### src/rtl/rx_fifo_arbiter.sv
// rx_fifo_arbiter: round-robin readout of four bit-serial rx FIFOs
// into one framed byte stream, with per-channel overflow recovery.
module rx_fifo_arbiter #(
  parameter int USE_W = 16,
  parameter int LEN_W = 11
) (
  input  logic               In_Clk,
  input  logic               In_Reset,
  input  logic [LEN_W-1:0]   In_Packet_Length,
  input  logic [3:0]         In_Ch_Enable,
  input  logic [4*USE_W-1:0] In_Fifo_Use,
  input  logic [3:0]         In_Fifo_Full,
  input  logic [3:0]         In_q,
  output logic [3:0]         Out_Fifo_Read_En,
  output logic [3:0]         Out_Fifo_rst,
  output logic [7:0]         Out_Data,
  output logic               Out_Valid,
  output logic               Out_Sync,
  output logic [1:0]         Out_Channel,
  output logic               Out_Busy,
  output logic [3:0]         Out_Overflow
);

  localparam int CNT_W = LEN_W + 3;
  localparam int CMP_W = USE_W + 3;

  typedef enum logic [1:0] {
    S_IDLE,
    S_READ,
    S_DRAIN
  } state_t;

  state_t             state_q, state_d;
  logic [1:0]         ptr_q, ptr_d;
  logic [1:0]         ch_q, ch_d;
  logic [LEN_W-1:0]   len_q, len_d;
  logic [CNT_W-1:0]   cnt_q, cnt_d;
  logic [1:0]         rcnt_q, rcnt_d;
  logic [1:0]         rch_q, rch_d;
  logic [3:0]         ovf_q, ovf_d;

  logic               cap_q;
  logic [2:0]         bcnt_q;
  logic [6:0]         shift_q;
  logic [7:0]         data_q;
  logic [LEN_W-1:0]   byte_q;

  logic [3:0]         elig;
  logic [CMP_W-1:0]   need;
  logic               gnt_ok;
  logic [1:0]         gnt_ch;
  logic               ovf_hit;
  logic [1:0]         ovf_sel;
  logic               start;
  logic [CNT_W-1:0]   last;
  logic               q_bit;
  logic [7:0]         byte_now;
  logic               valid;

  // Eligibility: enabled, not full, at least one whole packet stored
  always_comb begin
    need = CMP_W'({In_Packet_Length, 3'b000});
    elig = '0;
    for (int i = 0; i < 4; i++) begin
      elig[i] = In_Ch_Enable[i] & ~In_Fifo_Full[i]
              & (In_Packet_Length != '0)
              & (CMP_W'(In_Fifo_Use[USE_W*i +: USE_W]) >= need);
    end
  end

  // Round-robin pick: first eligible channel at or above the pointer
  always_comb begin
    logic [1:0] idx;
    gnt_ok = 1'b0;
    gnt_ch = ptr_q;
    idx    = ptr_q;
    for (int k = 3; k >= 0; k--) begin
      idx = ptr_q + 2'(k);
      if (elig[idx]) begin
        gnt_ok = 1'b1;
        gnt_ch = idx;
      end
    end
  end

  // Lowest enabled channel reporting full gets the recovery pulse
  always_comb begin
    ovf_hit = |(In_Ch_Enable & In_Fifo_Full);
    ovf_sel = 2'd0;
    for (int i = 3; i >= 0; i--) begin
      if (In_Ch_Enable[i] & In_Fifo_Full[i]) ovf_sel = 2'(i);
    end
  end

  // Control FSM next state: grant, count read requests, drain
  always_comb begin
    state_d = state_q;
    ptr_d   = ptr_q;
    ch_d    = ch_q;
    len_d   = len_q;
    cnt_d   = cnt_q;
    rcnt_d  = rcnt_q;
    rch_d   = rch_q;
    ovf_d   = ovf_q;
    start   = 1'b0;
    last    = {len_q, 3'b000} - CNT_W'(1);
    unique case (state_q)
      S_IDLE: begin
        if (rcnt_q != 2'd0) begin
          rcnt_d = rcnt_q - 2'd1;
        end else if (ovf_hit) begin
          rcnt_d         = 2'd2;
          rch_d          = ovf_sel;
          ovf_d[ovf_sel] = 1'b1;
        end else if (gnt_ok) begin
          state_d = S_READ;
          ch_d    = gnt_ch;
          len_d   = In_Packet_Length;
          cnt_d   = '0;
          start   = 1'b1;
        end
      end
      S_READ: begin
        cnt_d = cnt_q + CNT_W'(1);
        if (cnt_q == last) state_d = S_DRAIN;
      end
      S_DRAIN: begin
        state_d = S_IDLE;
        ptr_d   = ch_q + 2'd1;
      end
      default: state_d = S_IDLE;
    endcase
  end

  // Control FSM registers
  always_ff @(posedge In_Clk or negedge In_Reset) begin
    if (!In_Reset) begin
      state_q <= S_IDLE;
      ptr_q   <= 2'd0;
      ch_q    <= 2'd0;
      len_q   <= '0;
      cnt_q   <= '0;
      rcnt_q  <= 2'd0;
      rch_q   <= 2'd0;
      ovf_q   <= 4'd0;
    end else begin
      state_q <= state_d;
      ptr_q   <= ptr_d;
      ch_q    <= ch_d;
      len_q   <= len_d;
      cnt_q   <= cnt_d;
      rcnt_q  <= rcnt_d;
      rch_q   <= rch_d;
      ovf_q   <= ovf_d;
    end
  end

  // Eighth captured bit completes a byte in the same cycle
  always_comb begin
    q_bit    = In_q[ch_q];
    byte_now = {shift_q, q_bit};
    valid    = cap_q & (bcnt_q == 3'd7);
  end

  // Bit capture, MSB-first packing and byte index
  always_ff @(posedge In_Clk or negedge In_Reset) begin
    if (!In_Reset) begin
      cap_q   <= 1'b0;
      bcnt_q  <= 3'd0;
      shift_q <= 7'd0;
      data_q  <= 8'd0;
      byte_q  <= '0;
    end else begin
      cap_q <= (state_q == S_READ);
      if (start) begin
        bcnt_q <= 3'd0;
        byte_q <= '0;
      end else if (cap_q) begin
        shift_q <= {shift_q[5:0], q_bit};
        bcnt_q  <= bcnt_q + 3'd1;
        if (valid) begin
          data_q <= byte_now;
          byte_q <= byte_q + LEN_W'(1);
        end
      end
    end
  end

  // Output decode
  always_comb begin
    Out_Fifo_Read_En = (state_q == S_READ) ? (4'b0001 << ch_q) : 4'b0000;
    Out_Fifo_rst     = (rcnt_q != 2'd0) ? (4'b0001 << rch_q) : 4'b0000;
    Out_Data         = valid ? byte_now : data_q;
    Out_Valid        = valid;
    Out_Sync         = valid & (byte_q == '0);
    Out_Channel      = ch_q;
    Out_Busy         = (state_q != S_IDLE);
    Out_Overflow     = ovf_q;
  end

endmodule

### config.mk
export PLATFORM = sky130hd
export DESIGN_NAME = rx_fifo_arbiter
export DESIGN_NICKNAME = d
export VERILOG_FILES = /design/src/rtl/rx_fifo_arbiter.sv
export SDC_FILE = /design/constraint.sdc
export NUM_CORES = 1
export LEC_CHECK = 0
export CORE_AREA = 2 2 120 122
export DETAILED_ROUTE_END_ITERATION = 7
export DIE_AREA = 0 0 122 124
export SLEW_MARGIN = 20
export SYNTH_ARGS = -nofsm -noshare
export SYNTH_HDL_FRONTEND = slang
export SYNTH_SLANG_ARGS = --single-unit
### constraint.sdc
create_clock -name In_Clk -period 3.71 [get_ports In_Clk]
set_clock_uncertainty 0.1 [all_clocks]
set_input_delay 0.371 -clock In_Clk [delete_from_list [all_inputs] [get_ports In_Clk]]
set_output_delay 0.371 -clock In_Clk [all_outputs]
set_load 0.005 [all_outputs]
# After elaboration in Yosys (flattened, before gate mapping)
# Cells that the tools add are included.
dict set report word_totals {
  regBits 69
  input_bits 89
  output_inout_bits 25
  wordCells 135
}
dict set report classes {
  add_sub_neg 9
  order_cmp 11
  eq_ne 8
  shift 2
  muxes 47
  bitwise 27
  reduce_logical 18
}
# op n
set op_table {}
lappend op_table {{greater-or-equal comparator 16 x 14 -> 1 bit} 4}
lappend op_table {{two-way mux 14 bit} 3}
lappend op_table {{two-way mux 11 bit} 3}
lappend op_table {{two-way mux 2 bit} 14}
lappend op_table {{one-hot mux 14 bit (2 select lines)} 1}
lappend op_table {{AND 1 bit} 18}
lappend op_table {{less-than comparator 2 x 3 -> 1 bit (second input constant)} 6}
lappend op_table {{adder 14 x 1 -> 14 bit (second input constant)} 1}
lappend op_table {{equality test 14 bit} 1}
lappend op_table {{two-way mux 1 bit} 14}
lappend op_table {{subtractor 14 x 1 -> 14 bit (second input constant)} 1}
lappend op_table {{AND reduction 4 bit} 3}
lappend op_table {{nonzero test 2 bit} 6}
lappend op_table {{adder 11 x 1 -> 11 bit (second input constant)} 1}
lappend op_table {{zero test 11 bit} 1}
lappend op_table {{nonzero test 11 bit} 1}
lappend op_table {{binary-select mux 1 bit (select 2 bit)} 5}
lappend op_table {{two-way mux 4 bit} 2}
lappend op_table {{two-way mux 8 bit} 1}
lappend op_table {{!= test 2 bit (second input constant)} 4}
lappend op_table {{<< shifter 1 x 2 -> 4 bit (first input constant)} 2}
lappend op_table {{NOT 1 bit} 7}
lappend op_table {{two-way mux 3 bit} 2}
lappend op_table {{AND reduction 2 bit} 3}
lappend op_table {{16 further kinds} 18}

# Depth between registers and ports, before layout
# Gate-level depths: netlist of run 1.
dict set report depth {
  depth_word 16
  mapped_depth 11
  ltp_nobuf 10
}

# Least setup slack after synthesis of run 1
# Ideal clock, no wire load.
dict set report synth_path {
  path_kind {input to register}
  start {input In_Packet_Length[9]}
  end {register data_q[5]}
  setup_time_ns 0.128
  t_arrival_ns 2.865
  t_required_ns 3.482
  slack_ns 0.617
  cell_stages 10
  n_path_buf 1
  path_cell_list {inv_1 -> ha_1 -> a21oi_1 -> nand2_1 -> a2111oi_0 -> a311oi_2 -> nor4_2 -> o21ai_2 -> buf_2 -> mux2_1}
}
dict set report synth_via {
  elab_chain_len 15
  word_cells_on_any_way 31
  classes_between {order compare (4); mux (16); bitwise (9); reduce/logical (2)}
}
# item line_no
set synth_rtl {}
lappend synth_rtl {{from (decl)} 9} ;# input logic [LEN_W-1:0] In_Packet_Length,
lappend synth_rtl {{parallel branches: the longest is 8 deep, another holds greater-or-equal comparator 16 x 14 -> 1 bit} n/a}
lappend synth_rtl {{two-way mux 1 bit *} 79} ;# if (elig[idx]) begin
lappend synth_rtl {{two-way mux 1 bit *} 115} ;# end else if (gnt_ok) begin
lappend synth_rtl {{two-way mux 1 bit *} 111} ;# end else if (ovf_hit) begin
lappend synth_rtl {{two-way mux 1 bit *} 109} ;# if (rcnt_q != 2'd0) begin
lappend synth_rtl {{two-way mux 1 bit *} 107} ;# unique case (state_q)
lappend synth_rtl {{NOT 1 bit (no source line) *} n/a}
lappend synth_rtl {{AND reduction 2 bit (no source line) *} n/a}
lappend synth_rtl {{to (signal assigned)} 182} ;# data_q <= byte_now;
lappend synth_rtl {{to (decl)} 45} ;# logic [7:0] data_q;
# Every way passes the cells marked *. The select of a mux whose other input is x is not followed.
# A chain may end at the register's enable or synchronous reset.

# Worst setup path after layout of run 1
dict set report layout_path {
  start {input In_Packet_Length[0]}
  end {register cnt_q[13]}
}
dict set report layout_via {
  elab_chain_len 11
  word_cells_on_any_way 27
  classes_between {order compare (4); eq/ne (1); mux (12); bitwise (8); reduce/logical (2)}
}
# item line_no
set layout_rtl {}
lappend layout_rtl {{parallel branches: the longest is 8 deep, another holds greater-or-equal comparator 16 x 14 -> 1 bit} n/a}
lappend layout_rtl {{two-way mux 1 bit *} 79}
lappend layout_rtl {{!= test 2 bit (no source line) *} n/a}
lappend layout_rtl {{AND reduction 4 bit (no source line) *} n/a}
lappend layout_rtl {{to (signal assigned)} 151} ;# cnt_q <= cnt_d;
lappend layout_rtl {{to (decl)} 37} ;# logic [CNT_W-1:0] cnt_q, cnt_d;
# Marked as above.

==> flow_summary_export.csv, run 1 <==
group,metric,value,unit
run_status,outcome,"finished, final reports clean",
floorplanning,fp.dieW,122,um
critical_path,timing.critical_path.slowest_cell_delay,0.52,ns
floorplanning,fp.coreArea,13700,um^2
drt,drc,0,
yosys,post_synthesis_mux_area_share,7.20,%
global_route,grt_max_degree,54,
yosys,synthDominantCellAreaShare,36.1,%
yosys,synth_seq_area_share,36.1,%
placed_design,place_inst,818,
finish,layout.cells.non_filler,835,
placed_design,dp_hpwl,10100,um
yosys,post_synth_xor_area_fraction,5.50,%
finish,finalNetCount,795,
clock_tree,clkSinkCount,69,
timing,setup_viol_count_final,0,
yosys,synthesis.area,4780,um^2
yosys,syn_avg_cell_area,9.50,um^2
critical_path,setup.worst_path.class,"primary input to flip-flop",
yosys,synthTopCellsByArea,"sky130_fd_sc_hd__dfrtp_1 (36%), sky130_fd_sc_hd__ha_1 (15%), sky130_fd_sc_hd__nand2_1 (5.4%), sky130_fd_sc_hd__mux2_1 (4.0%), sky130_fd_sc_hd__xnor2_1 (3.5%)",
clock_tree,cts_root_buf,"sky130_fd_sc_hd__clkbuf_16",
clock_tree,tritoncts,"built",
clock_tree,cts_inserted_buffers,9,
timing,fmaxAchievable,291,MHz
finish,antenna_cells,0,
timing,worst-slew-pin-transition,0.694,ns
yosys,postSynth.topFlopCell,"sky130_fd_sc_hd__dfrtp_1",
yosys,synth_cells,503,
floorplanning,boundaryPins,114,
drt,wl,12200,um
clock_tree,clock_insertion_delay_worst_skew,0.34,ns
floorplanning,fp-row-count,43,
critical_path,critical_path.reg2reg.startpoint,"bcnt_q[0]",
min_path,classification_of_the_worst_slack_hold_path,"flip-flop to flip-flop",
finish,area_growth,39.0,%
drt,first_iter_violations,156,
floorplanning,die-area,15100,um^2
clock_tree,cts_setup_buffers,0,
yosys,synth.distinct_cells,65,
timing,worst_slew_margin_relative_to_its_limit,53.8,%
global_route,first_global_vias,4331,
global_route,antenna_found_initial,0,
placed_design,finalWeightedCongestion,0.917,
finish,postLayoutCoreUtil,48.4,%
finish,share_of_cells_above_drive_strength_1,10.8,%
floorplanning,die_h,124,um
yosys,synthesis.nets,648,
timing,period_share,92.7,%
power_and_ir_drop,leakage,2.94,nW
global_route,grt_pass1_wl,20200,um
drt,ant_nets,0,
critical_path,end_kind,"flip-flop",
global_route,gr-usage-all-layers,17.0,%
drt,routed-via-count,4227,
power_and_ir_drop,power_per_cell_area,283,nW/um^2
drt,routed_length_per_placed_instance,14.6,um
yosys,synth_edf_count,0,
critical_path,startpoint_type,"primary input",
yosys,synth_area_leader_cell,"sky130_fd_sc_hd__dfrtp_1",
run,timing.max_cap.violations,0,
yosys,synth-compound-area-share,13.1,%
yosys,ys_ff_latch,69,
critical_path,crit_slowest_cell,"sky130_fd_sc_hd__or4_4",
drt,drt_pre_antenna_iters,4,
global_route,remaining_global_route_overflow,0,
critical_path,crit_path_start,"In_Packet_Length[0]",
yosys,largest_family_of_logic_cells_by_synthesized_area,"simple AND/OR/NAND/NOR gates",
yosys,async_reset_ff_share,100,%
critical_path,crit_path_max_fanout,13,
critical_path,path_cells,"clkdlybuf4s50_1 > buf_4 > ha_1 > or4b_1 > a31oi_1 > o21ai_0 > a311oi_2 > buf_4 > o41ai_4 > and2_4 > or4_4 > a21oi_2",
timing,grt_setup_unrepaired,"false",
yosys,post_synth_and_or_nand_nor_area_fraction,20.1,%
power_and_ir_drop,peakVddDrop,0.200,mV
placed_design,total_of_buffers_placed_on_input_and_output_ports,113,
min_path,worstHoldStart,"Out_Overflow[3]",
clock_tree,ctsHtreeMaxLevel,3,
critical_path,arrival,3.61,ns
power_and_ir_drop,power,1.88,mW
yosys,synth.yosys.warnings,0,
timing,min_period,3.44,ns
critical_path,critical_path.most_common_cell,"sky130_fd_sc_hd__buf_4",
clock_tree,clock_path_buffers,2,
timing,final_max_slew_viols,0,
timing,setup_total_negative_slack,0,ns
clock_tree,clk_pin_slew,0.06,ns
critical_path,crit_required,3.88,ns
yosys,synth_adder_area_share,14.7,%
timing,hold_viol,0,
drt,avgViaCountPerCell,5.06,
floorplanning,initial_core_util,34.8,%
[worst max-delay path, delay by kind of cell]
| family | cells | cell delay (ns) |
|---|---|---|
| adder cells (fa/ha/maj) | 1 | 0.26 |
| buffers and inverters | 3 | 0.83 |
| AND/OR/NAND/NOR | 3 | 1.18 |
| AO/OA/AOI/OAI | 5 | 0.98 |
[where the power goes]
group	switching [mW]	internal, mW	total (mW)	leakage (nW)
Combinational	0.126	0.171	0.296	2.00
Clock	0.353	0.460	0.813	0.129
Sequential	0.00595	0.762	0.768	0.816
[worst paths after layout]
check	to	slack (ns)	depth (start not counted)
worst min-delay path	Out_Overflow[3]	0.37	1
worst max-delay path	cnt_q[13]	0.27	12
min in group asynchronous	cnt_q[5]	0.39	2
worst min register to register	Out_Overflow[3]	0.37	1
max in group asynchronous	len_q[10]	2.08	3
worst max register to register	byte_q[5]	1.21	9
[Yosys cell counts, types with 3 or more instances]
cell type / number
sky130_fd_sc_hd__and3_1: 4
sky130_fd_sc_hd__nand3_1: 17
sky130_fd_sc_hd__ha_1: 56
sky130_fd_sc_hd__nor4_1: 5
sky130_fd_sc_hd__nand2b_1: 10
sky130_fd_sc_hd__and2_1: 5
sky130_fd_sc_hd__dfrtp_1: 69
sky130_fd_sc_hd__clkbuf_1: 3
sky130_fd_sc_hd__mux2i_1: 4
sky130_fd_sc_hd__nor3b_1: 3
sky130_fd_sc_hd__a21o_1: 3
sky130_fd_sc_hd__o22ai_1: 3
sky130_fd_sc_hd__nand2_1: 69
sky130_fd_sc_hd__or4b_1: 3
sky130_fd_sc_hd__a21oi_1: 24
sky130_fd_sc_hd__a2111oi_0: 3
sky130_fd_sc_hd__a31oi_1: 3
sky130_fd_sc_hd__o21ai_0: 18
sky130_fd_sc_hd__xor2_1: 11
sky130_fd_sc_hd__nand4_1: 9
sky130_fd_sc_hd__mux2_1: 17
sky130_fd_sc_hd__a21boi_1: 4
sky130_fd_sc_hd__inv_1: 30
sky130_fd_sc_hd__xnor2_1: 19
sky130_fd_sc_hd__nor2_1: 35
sky130_fd_sc_hd__or3_1: 5
sky130_fd_sc_hd__o21ai_1: 4
sky130_fd_sc_hd__mux2_2: 8
sky130_fd_sc_hd__and4_1: 3
sky130_fd_sc_hd__buf_2: 4
sky130_fd_sc_hd__nor3_1: 8
sky130_fd_sc_hd__nor2b_1: 3
[per-stage QoR]
stage / hold WS, ns / setup WS [ns] / area (um^2)
6_report: 0.369 / 0.272 / 6650
5_1_grt: 0.383 / 0.0344 / 6650
4_1_cts: 0.375 / 0.149 / 6640
3_5_place_dp: 0.215 / -0.212 / 6340
3_3_place_gp: 0.220 / -0.233 / 6340
2_1_floorplan: -0.0246 / 0.617 / 4780
[cell type report]
| type | count | area, um^2 |
|---|---|---|
| fill | 1285 | 7070 |
| multi-input combinational | 395 | 2900 |
| sequential | 69 | 1730 |
| timing repair buffer | 145 | 1390 |
| clock buffer | 9 | 225 |
| tap | 180 | 225 |
| inverter | 30 | 113 |
| clock inverter | 7 | 57.6 |
[flip-flops by register name (all words and copies together) (netlist names)]
name          flops
byte_q           11
bcnt_q            3
Out_Channel       2
data_q            8
Out_Overflow      4
state_q           2
ptr_q             2
rch_q             2
shift_q           7
rcnt_q            2
cap_q             1
cnt_q            14
len_q            11
[what timing repair did]
action,CTS,global route
hold buffers,1,0
hold endpoints to repair,16,0
endpoints found under the setup margin,0,24
resized for setup,0,3
[layer usage]
layer	vias up	part of all wire (%)	GRT usage, %
met5	-	0	0
met2	111	48	29.7
li1	2100	-	-
met1	2000	44	20.1
met4	0	1.8	5.75
met3	16	6.1	5.08
[placed cells by master (no fill, tap or decap), types with 3 or more instances in the layout]
cell type	synthesis	final
sky130_fd_sc_hd__o21ai_0	18	18
sky130_fd_sc_hd__or3_1	5	5
sky130_fd_sc_hd__nand2b_1	10	10
sky130_fd_sc_hd__and4_1	3	3
sky130_fd_sc_hd__a21o_1	3	3
sky130_fd_sc_hd__mux2_1	17	17
sky130_fd_sc_hd__inv_1	30	30
sky130_fd_sc_hd__nor2_1	35	35
sky130_fd_sc_hd__clkdlybuf4s50_1	0	112
sky130_fd_sc_hd__or4b_1	3	3
sky130_fd_sc_hd__nand4_1	9	9
sky130_fd_sc_hd__nor4_1	5	5
sky130_fd_sc_hd__buf_4	0	29
sky130_fd_sc_hd__a31oi_1	3	3
sky130_fd_sc_hd__a21boi_1	4	4
sky130_fd_sc_hd__o21ai_1	4	4
sky130_fd_sc_hd__ha_1	56	56
sky130_fd_sc_hd__nor3b_1	3	3
sky130_fd_sc_hd__mux2i_1	4	4
sky130_fd_sc_hd__dfrtp_1	69	69
sky130_fd_sc_hd__and3_1	4	4
sky130_fd_sc_hd__inv_6	0	3
sky130_fd_sc_hd__a2111oi_1	1	3
sky130_fd_sc_hd__clkbuf_16	0	9
sky130_fd_sc_hd__xor2_1	11	11
sky130_fd_sc_hd__nor3_1	8	8
sky130_fd_sc_hd__nand2_1	69	69
sky130_fd_sc_hd__o22ai_1	3	3
sky130_fd_sc_hd__nor2b_1	3	3
sky130_fd_sc_hd__mux2_2	8	8
sky130_fd_sc_hd__xnor2_1	19	19
sky130_fd_sc_hd__and2_1	5	5
sky130_fd_sc_hd__a21oi_1	24	24
sky130_fd_sc_hd__clkinvlp_4	0	3
sky130_fd_sc_hd__nand3_1	17	17
[cell families after synthesis]
logic type	count (synthesis)
mux	30
simple gates	191
flops	69
xor+xnor	30
compound gates	88
buf+inv	39
fa+ha+maj	56
Power figures use the tool's default switching activity.
==> inputs of run 2 (changes only) <==
--- a/config.mk
+++ b/config.mk
@@ -5,6 +5,7 @@
 export SDC_FILE = /design/constraint.sdc
 export NUM_CORES = 1
 export LEC_CHECK = 0
+export CAP_MARGIN = 25
 export CORE_AREA = 2 2 120 122
 export DETAILED_ROUTE_END_ITERATION = 7
 export DIE_AREA = 0 0 122 124
==> results of run 2 <==
The final DEF is identical to that of run 1; final timing and power are the same.
